`src/rtl/led_pkg.sv`:
```
// rtl/led_pkg.sv - shared board-level types and constants for the LED toggle path
package led_pkg;

    localparam int CLK_HZ           = 100_000_000;
    localparam int DBNC_10MS_CYCLES = 1_000_000;

    typedef enum logic [1:0] {
        IDLE         = 2'd0,
        PRESS_WAIT   = 2'd1,
        PRESSED      = 2'd2,
        RELEASE_WAIT = 2'd3
    } dbnc_state_t;

endpackage

```
`src/rtl/sync_2ff.sv`:
```
// rtl/sync_2ff.sv - generic two-flop synchroniser with configurable reset value
module sync_2ff #(
    parameter int               WIDTH     = 1,
    parameter logic [WIDTH-1:0] RESET_VAL = '0
) (
    input  logic             clk_i,
    input  logic             rst_n_i,
    input  logic [WIDTH-1:0] d_i,
    output logic [WIDTH-1:0] q_o
);

    logic [WIDTH-1:0] sync1_q;
    logic [WIDTH-1:0] sync2_q;

    // Two back-to-back flops give metastability a full cycle to resolve
    always_ff @(posedge clk_i or negedge rst_n_i) begin
        if (!rst_n_i) begin
            sync1_q <= RESET_VAL;
            sync2_q <= RESET_VAL;
        end else begin
            sync1_q <= d_i;
            sync2_q <= sync1_q;
        end
    end

    assign q_o = sync2_q;

endmodule

```
`src/rtl/push_debounce.sv`:
```
// rtl/push_debounce.sv - push-button debouncer with one-cycle press strobe (optional release strobe: PUSH_DEBOUNCE_RELEASE_EN)
module push_debounce
    import led_pkg::*;
#(
    parameter int DEBOUNCE_CYCLES = DBNC_10MS_CYCLES,
    parameter bit BTN_ACTIVE_HIGH = 1'b1
) (
    input  logic clk_i,
    input  logic rst_n_i,
    input  logic btn_in_i,
    output logic push_o,
    output logic btn_level_o
`ifdef PUSH_DEBOUNCE_RELEASE_EN
    ,
    output logic release_o
`endif
);

    localparam int               CNT_W     = $clog2(DEBOUNCE_CYCLES);
    localparam logic [CNT_W-1:0] CNT_MATCH = CNT_W'(DEBOUNCE_CYCLES - 1);

    logic              btn_norm;
    logic              sync2;
    dbnc_state_t       state_q, state_d;
    logic [CNT_W-1:0]  cnt_q, cnt_d;
    logic              push_q, push_d;
    logic              level_q, level_d;
    logic              cnt_match;

    // Everything downstream works in "pressed = 1" terms
    assign btn_norm = BTN_ACTIVE_HIGH ? btn_in_i : ~btn_in_i;

    sync_2ff #(
        .WIDTH     (1),
        .RESET_VAL (1'b0)
    ) u_sync (
        .clk_i   (clk_i),
        .rst_n_i (rst_n_i),
        .d_i     (btn_norm),
        .q_o     (sync2)
    );

    assign cnt_match = (cnt_q == CNT_MATCH);

    // State and stability counter registers
    always_ff @(posedge clk_i or negedge rst_n_i) begin
        if (!rst_n_i) begin
            state_q <= IDLE;
            cnt_q   <= '0;
        end else begin
            state_q <= state_d;
            cnt_q   <= cnt_d;
        end
    end

    // Next state: a level change is accepted only after it holds through the full count;
    // an input change is checked before the match, so a flip on the match cycle aborts
    always_comb begin
        state_d = state_q;
        cnt_d   = cnt_q;
        case (state_q)
            IDLE: begin
                if (sync2) begin
                    state_d = PRESS_WAIT;
                    cnt_d   = '0;
                end
            end
            PRESS_WAIT: begin
                if (!sync2) begin
                    state_d = IDLE;
                    cnt_d   = '0;
                end else if (cnt_match) begin
                    state_d = PRESSED;
                end else begin
                    cnt_d = cnt_q + CNT_W'(1);
                end
            end
            PRESSED: begin
                if (!sync2) begin
                    state_d = RELEASE_WAIT;
                    cnt_d   = '0;
                end
            end
            RELEASE_WAIT: begin
                if (sync2) begin
                    state_d = PRESSED;
                    cnt_d   = '0;
                end else if (cnt_match) begin
                    state_d = IDLE;
                end else begin
                    cnt_d = cnt_q + CNT_W'(1);
                end
            end
            default: begin
                state_d = IDLE;
                cnt_d   = '0;
            end
        endcase
    end

    // Output decode: strobes fire on the accepting transition, level follows the next state
    always_comb begin
        push_d  = (state_q == PRESS_WAIT) && sync2 && cnt_match;
        level_d = (state_d == PRESSED) || (state_d == RELEASE_WAIT);
    end

    // Registered outputs so nothing downstream sees a combinational path from the pin
    always_ff @(posedge clk_i or negedge rst_n_i) begin
        if (!rst_n_i) begin
            push_q  <= 1'b0;
            level_q <= 1'b0;
        end else begin
            push_q  <= push_d;
            level_q <= level_d;
        end
    end

    assign push_o      = push_q;
    assign btn_level_o = level_q;

`ifdef PUSH_DEBOUNCE_RELEASE_EN
    logic release_q, release_d;

    // Release strobe mirrors the press strobe on the RELEASE_WAIT -> IDLE transition
    always_comb begin
        release_d = (state_q == RELEASE_WAIT) && !sync2 && cnt_match;
    end

    // Registered release strobe
    always_ff @(posedge clk_i or negedge rst_n_i) begin
        if (!rst_n_i) begin
            release_q <= 1'b0;
        end else begin
            release_q <= release_d;
        end
    end

    assign release_o = release_q;
`endif

endmodule
```
`config.mk`:
```
export PLATFORM = sky130hd
export DESIGN_NAME = push_debounce
export DESIGN_NICKNAME = d
export VERILOG_FILES = /design/src/rtl/led_pkg.sv /design/src/rtl/sync_2ff.sv /design/src/rtl/push_debounce.sv
export SDC_FILE = /design/constraint.sdc
export NUM_CORES = 1
export LEC_CHECK = 0
export BUFFER_PORTS_ARGS = -buffer_cell sky130_fd_sc_hd__buf_4
export CAP_MARGIN = 25
export CORE_ASPECT_RATIO = 1.5
export CORE_MARGIN = 2
export CORE_UTILIZATION = 60
export DETAILED_ROUTE_END_ITERATION = 16
export GPL_TIMING_DRIVEN = 0
export PLACE_DENSITY = 0.78
export SETUP_SLACK_MARGIN = 0.5
export SKIP_LAST_GASP = 1
export SLEW_MARGIN = 20
export SYNTH_ARGS = -nofsm -noshare
export SYNTH_HDL_FRONTEND = slang
export SYNTH_SLANG_ARGS = --single-unit
```
`constraint.sdc`:
```
create_clock -name clk_i -period 2.6 [get_ports clk_i]
set_input_delay 0.26 -clock clk_i [delete_from_list [all_inputs] [get_ports clk_i]]
set_output_delay 0.26 -clock clk_i [all_outputs]
set_load 0.02 [all_outputs]
```
# Word level (Yosys, flattened, before mapping)
# Cells that the tools add are included.
[totals] output_inout_bits=2 mem_bits_rw=0 input_bits=3 ff_bits=26 romBits=0 mem_count=0 latch_bits=0 wordCells=33
[classes] n_addsub=1 bitwise=0 n_reduce_logical=5 n_eq_ne=8 shift=0 order_cmp=0 muxes=13 multipliers=0 div=0
[ops] cell="$mux W20" n=5
[ops] cell="$pmux W20 S4" n=1
[ops] cell="$add A20 B1 Y20 const B" n=1
[ops] cell="$eq A20 B20 Y1 const B" n=1
[ops] cell="$mux W2" n=6
[ops] cell="$eq A2 B2 Y1 const B" n=4
[ops] cell="$pmux W2 S4" n=1
[ops] cell="$eq A2 B1 Y1 const B" n=1
[ops] cell="$logic_and A1 B1 Y1" n=2
[ops] cell="$logic_not A2 Y1" n=1
[ops] cell="$ne A2 B1 Y1 const B" n=1
[ops] cell="$ne A2 B2 Y1 const B" n=1
[ops] cell="$reduce_and A2 Y1" n=1
[ops] cell="$logic_or A1 B1 Y1" n=1

# Depth between registers and ports, before layout
[depth] depth_word=6 ltp_mapped=6 mapped_depth_nobuf=6

# Cells and area by module
# A second synthesis with hierarchy kept.
[hier_totals] cells_unflattened=156 hier_area_um2=1491.4
[by_module_without_submodules] module="push_debounce" seq_area_each_um2=600.6 instances=1 area_per_inst_um2=1441.4 cells_each=154
[by_module_without_submodules] module="sync_2ff" seq_area_each_um2=50.0 instances=1 area_per_inst_um2=50.0 cells_each=2

# Worst setup path after synthesis
# OpenSTA, ideal clock, no wires.
[synth_timing] kind="flip-flop to flip-flop" from="register cnt_q[0]" to="register level_q, in the netlist btn_level_o" synth_period_minus_slack_ps=1657 path_buffers=0 t_required_ps=2475 setup_slack_ps=943 arrival_ps=1532 stages_incl_launch_ff=7 path_cell_list="dfrtp_1 -> ha_1 -> nand2_1 -> or2_2 -> nor2_4 -> nand2_1 -> mux2_2"
[synth_between] elab_chain_len=6 elab_cells_between_ends=9 cone_classes="3 x eq/ne; 5 x mux; 1 x reduce/logical"
[synth_lines] element="start, declared" line_no="push_debounce.sv:25" rtl="logic [CNT_W-1:0] cnt_q, cnt_d;"
[synth_lines] element="start signal, assigned" line_no="push_debounce.sv:52" rtl="cnt_q <= cnt_d;"
[synth_lines] element="$eq A20 B20 Y1 *" line_no="push_debounce.sv:43" rtl="assign cnt_match = (cnt_q == CNT_MATCH);"
[synth_lines] element="$mux W2, on equally long branches" line_no="push_debounce.sv:88, push_debounce.sv:72"
[synth_lines] element="$mux W2, on equally long branches" line_no="push_debounce.sv:85, push_debounce.sv:69"
[synth_lines] element="$pmux W2 S4 *" line_no="push_debounce.sv:61" rtl="case (state_q)"
[synth_lines] element="$eq A2 B2 Y1" line_no="push_debounce.sv:104" rtl="level_d = (state_d == PRESSED) || (state_d == RELEASE_WAIT);"
[synth_lines] element="$logic_or A1 B1 Y1 *" line_no="push_debounce.sv:104"
[synth_lines] element="via level_d" line_no="push_debounce.sv:27" rtl="logic level_q, level_d;"
[synth_lines] element="end signal, assigned" line_no="push_debounce.sv:114" rtl="level_q <= level_d;"
[synth_lines] element="end, declared" line_no="push_debounce.sv:27"
# The timed path passes the listed nets; every way through them passes the cells marked *.
# A chain may end at the register's enable or synchronous reset.

# Final worst setup path
[layout_timing] from="register cnt_q[6]" to="register state_q[1]"
[layout_between] elab_chain_len=4 elab_cells_between_ends=6 cone_classes="1 x eq/ne; 5 x mux"
[layout_lines] element="$eq A20 B20 Y1 *" line_no="push_debounce.sv:43"
[layout_lines] element="$mux W2, on equally long branches" line_no="push_debounce.sv:88, push_debounce.sv:72"
[layout_lines] element="$mux W2, on equally long branches" line_no="push_debounce.sv:85, push_debounce.sv:69"
[layout_lines] element="$pmux W2 S4 *" line_no="push_debounce.sv:61"
[layout_lines] element="via state_d[1]" line_no="push_debounce.sv:24" rtl="dbnc_state_t state_q, state_d;"
[layout_lines] element="end signal, assigned" line_no="push_debounce.sv:51" rtl="state_q <= state_d;"
[layout_lines] element="end, declared" line_no="push_debounce.sv:24"
# Marked as above.

==> impl_metrics.env <==
export IMPL_syn_num_nets=145
export IMPL_ir_drop_mv=0.4572
export IMPL_seq_area_sq_um=650.6
export IMPL_worstSetupEndpointType="register"
export IMPL_synth_seq_cells=26
export IMPL_synthTopCellsByArea="dfrtp_1 (48%), o21ai_0 (9.2%), a21oi_1 (3.3%)"
export IMPL_finalSetupViolations=0
export IMPL_first_global_vias=1157
export IMPL_synthFlopType="dfrtp_1"
export IMPL_pin_count=5
export IMPL_crit_path_start_kind="register"
export IMPL_hold_ws_ns=0.01118
export IMPL_drc=0
export IMPL_fillers=189
export IMPL_clkPwrFrac_pct=38.5
export IMPL_ant_nets=0
export IMPL_synth_top_cell_area_share_pct=47.66
export IMPL_initial_utilization_pct=61.85
export IMPL_cts_sinks=26
export IMPL_rsz0062_at_grt="false"
export IMPL_final_common_cell="dfrtp_1"
export IMPL_area_growth_syn_to_layout_pct=8.891
export IMPL_outcome="complete, no violations"
export IMPL_period_minus_slack_ns=1.937
export IMPL_die_w_um=42.95
export IMPL_post_cts_resized=0
export IMPL_power_internal_uw=580.9
export IMPL_fin_crit_sh_pct=74.49
export IMPL_slew_violations=0
export IMPL_swShare_pct=22.20
export IMPL_synth_edf_count=0
export IMPL_overflow=0
export IMPL_port_buffers=4
export IMPL_setup_slack_ns=0.6632
export IMPL_synth_seq_area_share_pct=47.66
export IMPL_dieHeight_um=62.42
export IMPL_max_slew_margin_pct=62.63
export IMPL_drt_first_pass_iters=4
export IMPL_routedWlPerCell_um=17.06
export IMPL_clock_latency_ns=0.34
export IMPL_place_ws_ns=0.7264
export IMPL_vias=1146
export IMPL_cts_made_buffers=3
export IMPL_finalHoldViolCount=0
export IMPL_critPathKind="register to register"
export IMPL_synth_area_sq_um=1365
export IMPL_p_switching_uw=165.7
export IMPL_insertedDiodeCount=0
export IMPL_syn_inst=141
export IMPL_clock_tree_root_cell="clkbuf_4"
export IMPL_synthArstFlopShare_pct=100.0
export IMPL_fin_nets=155
export IMPL_comb_power_share_pct=6.2
export IMPL_track_usage_pct=23.70
export IMPL_die_area_sq_um=2681
export IMPL_hold_class="input pin to register"
export IMPL_grt_max_degree=27
export IMPL_core_region_area_sq_um=2207
export IMPL_drive_above_1_share_pct=13.33
export IMPL_finalSetupTns_ns=0
export IMPL_final_cell_mix="dfrtp_1 (26), o21ai_0 (25), nand2_1 (11)"
export IMPL_maxCapViolations=0
export IMPL_fmax_ghz=0.5163
export IMPL_gp_congestion=0.8576
export IMPL_arrival_ns=2.18
export IMPL_power_density_nw_per_um2=502.3
export IMPL_yosysTopAreaCell="dfrtp_1"
export IMPL_yosysWarnings=0
export IMPL_final_setup_skew_ns=0.006563
export IMPL_seqPwrFrac_pct=55.4
export IMPL_multi_input_area_sq_um=683.2
export IMPL_finalPower_uw=746.7
export IMPL_tightest_slew_ns=0.5564
export IMPL_clk_path_buf_depth=2
export IMPL_drt_iter0_drc=39
export IMPL_antenna_found_initial=0
export IMPL_yosysUniqueCellTypes=34
export IMPL_syn_avg_cell_area_sq_um=9.681
export IMPL_rows=21
export IMPL_drt_wl_total_um=2951
export IMPL_clk_pin_slew_worst_paths_ns=0.15
export IMPL_path_max_fanout=6
export IMPL_crit_required_ns=2.84
export IMPL_place_hpwl_um=2046
export IMPL_cts_tree="built"
export IMPL_grt_pass1_wl_um=4954
export IMPL_leakagePower_uw=0.0006531
export IMPL_cts_htree_levels=1
export IMPL_viasPerCell=6.624
-- per-layer routing --
metal  wire (um)  GRT usage [%]
met1        1230          27.20
met2        1584          43.56
met3          73          1.734
met4          62          9.848
met5           0              0
-- registers in the layout (all words and copies together) (netlist names) --
signal          count
u_sync.q_o          1
push_o              1
cnt_q              20
u_sync.sync1_q      1
state_q             2
btn_level_o         1
-- path summary, 6_finish.rpt --
path	start	to	slack, ns	depth (start not counted)
max	cnt_q[6]	state_q[1]	0.66	5
min	btn_in_i	u_sync.sync1_q	0.01	1
max reg2reg	cnt_q[6]	state_q[1]	0.66	5
min reg2reg	u_sync.sync1_q	u_sync.q_o	0.37	0
max in group asynchronous	rst_n_i	cnt_q[16]	2.01	2
min in group asynchronous	rst_n_i	cnt_q[11]	0.34	2
-- area by class of cell --
type | count | area share [%]
multi-input cells | 107 | 45.96
flip-flops and latches | 26 | 43.77
repair buffers | 5 | 2.694
clock inverters | 1 | 2.020
well taps | 23 | 1.936
plain buffers | 6 | 1.599
clock buffers | 3 | 1.515
inverters | 2 | 0.5050
-- through the flow --
step	util (%)	instances	instance area (sq um)
finish	67.35	173	1486
global route	67.35	173	1486
CTS	67.35	173	1486
detailed placement	64.51	168	1424
global placement	64.51	168	1424
floorplan	-	141	1365
-- cell families (layout without fill, tap and decap cells) --
| family | count (synthesis) | in the layout | synth area share [%] |
|---|---|---|---|
| AOI/OAI and AO/OA | 50 | 50 | 20.99 |
| muxes | 3 | 3 | 2.475 |
| xor gates and xnor gates | 4 | 4 | 2.567 |
| adders and majority gates | 1 | 1 | 0.9164 |
| DFF | 26 | 26 | 47.66 |
| and+or+nand+nor | 49 | 49 | 23.10 |
| buffers and inverters | 8 | 17 | 2.291 |
-- worst max-delay path, stage by stage, from the launching register on --
cell and delay [ns]:
dfrtp_1 0.48, nor4_1 0.34, nand4_1 0.35, nor2_4 0.25
nand2_1 0.13, mux2_2 0.30
-- synthesized netlist by cell type, drive strengths merged, types with 2 or more instances --
library cell   n
clkbuf         5
nand3         10
and4b          2
o22ai          3
o21ai         25
o31ai          3
or2            2
nor2           8
inv            2
mux2           3
nor4           3
and3           4
a31oi          4
a22o           3
nand2         11
xor2           3
dfrtp         26
nand4          5
a21oi          9
-- repair_timing --
action                                 4_1_cts  5_1_grt
buffers inserted                             0        0
hold buffers                                 1        0
endpoints found under the hold margin       26        0
-- power groups by stage --
stage | Clock [uW] | Sequential, uW | Combinational [uW]
after floorplan | 0 | 420 | 26.5
after CTS | 287 | 413 | 46.4
final | 287 | 413 | 46.0
after global routing | 295 | 414 | 52.3
after detailed placement | 0 | 421 | 44.7
after global placement | 0 | 421 | 43.1
(Power assumes the default switching activity.)
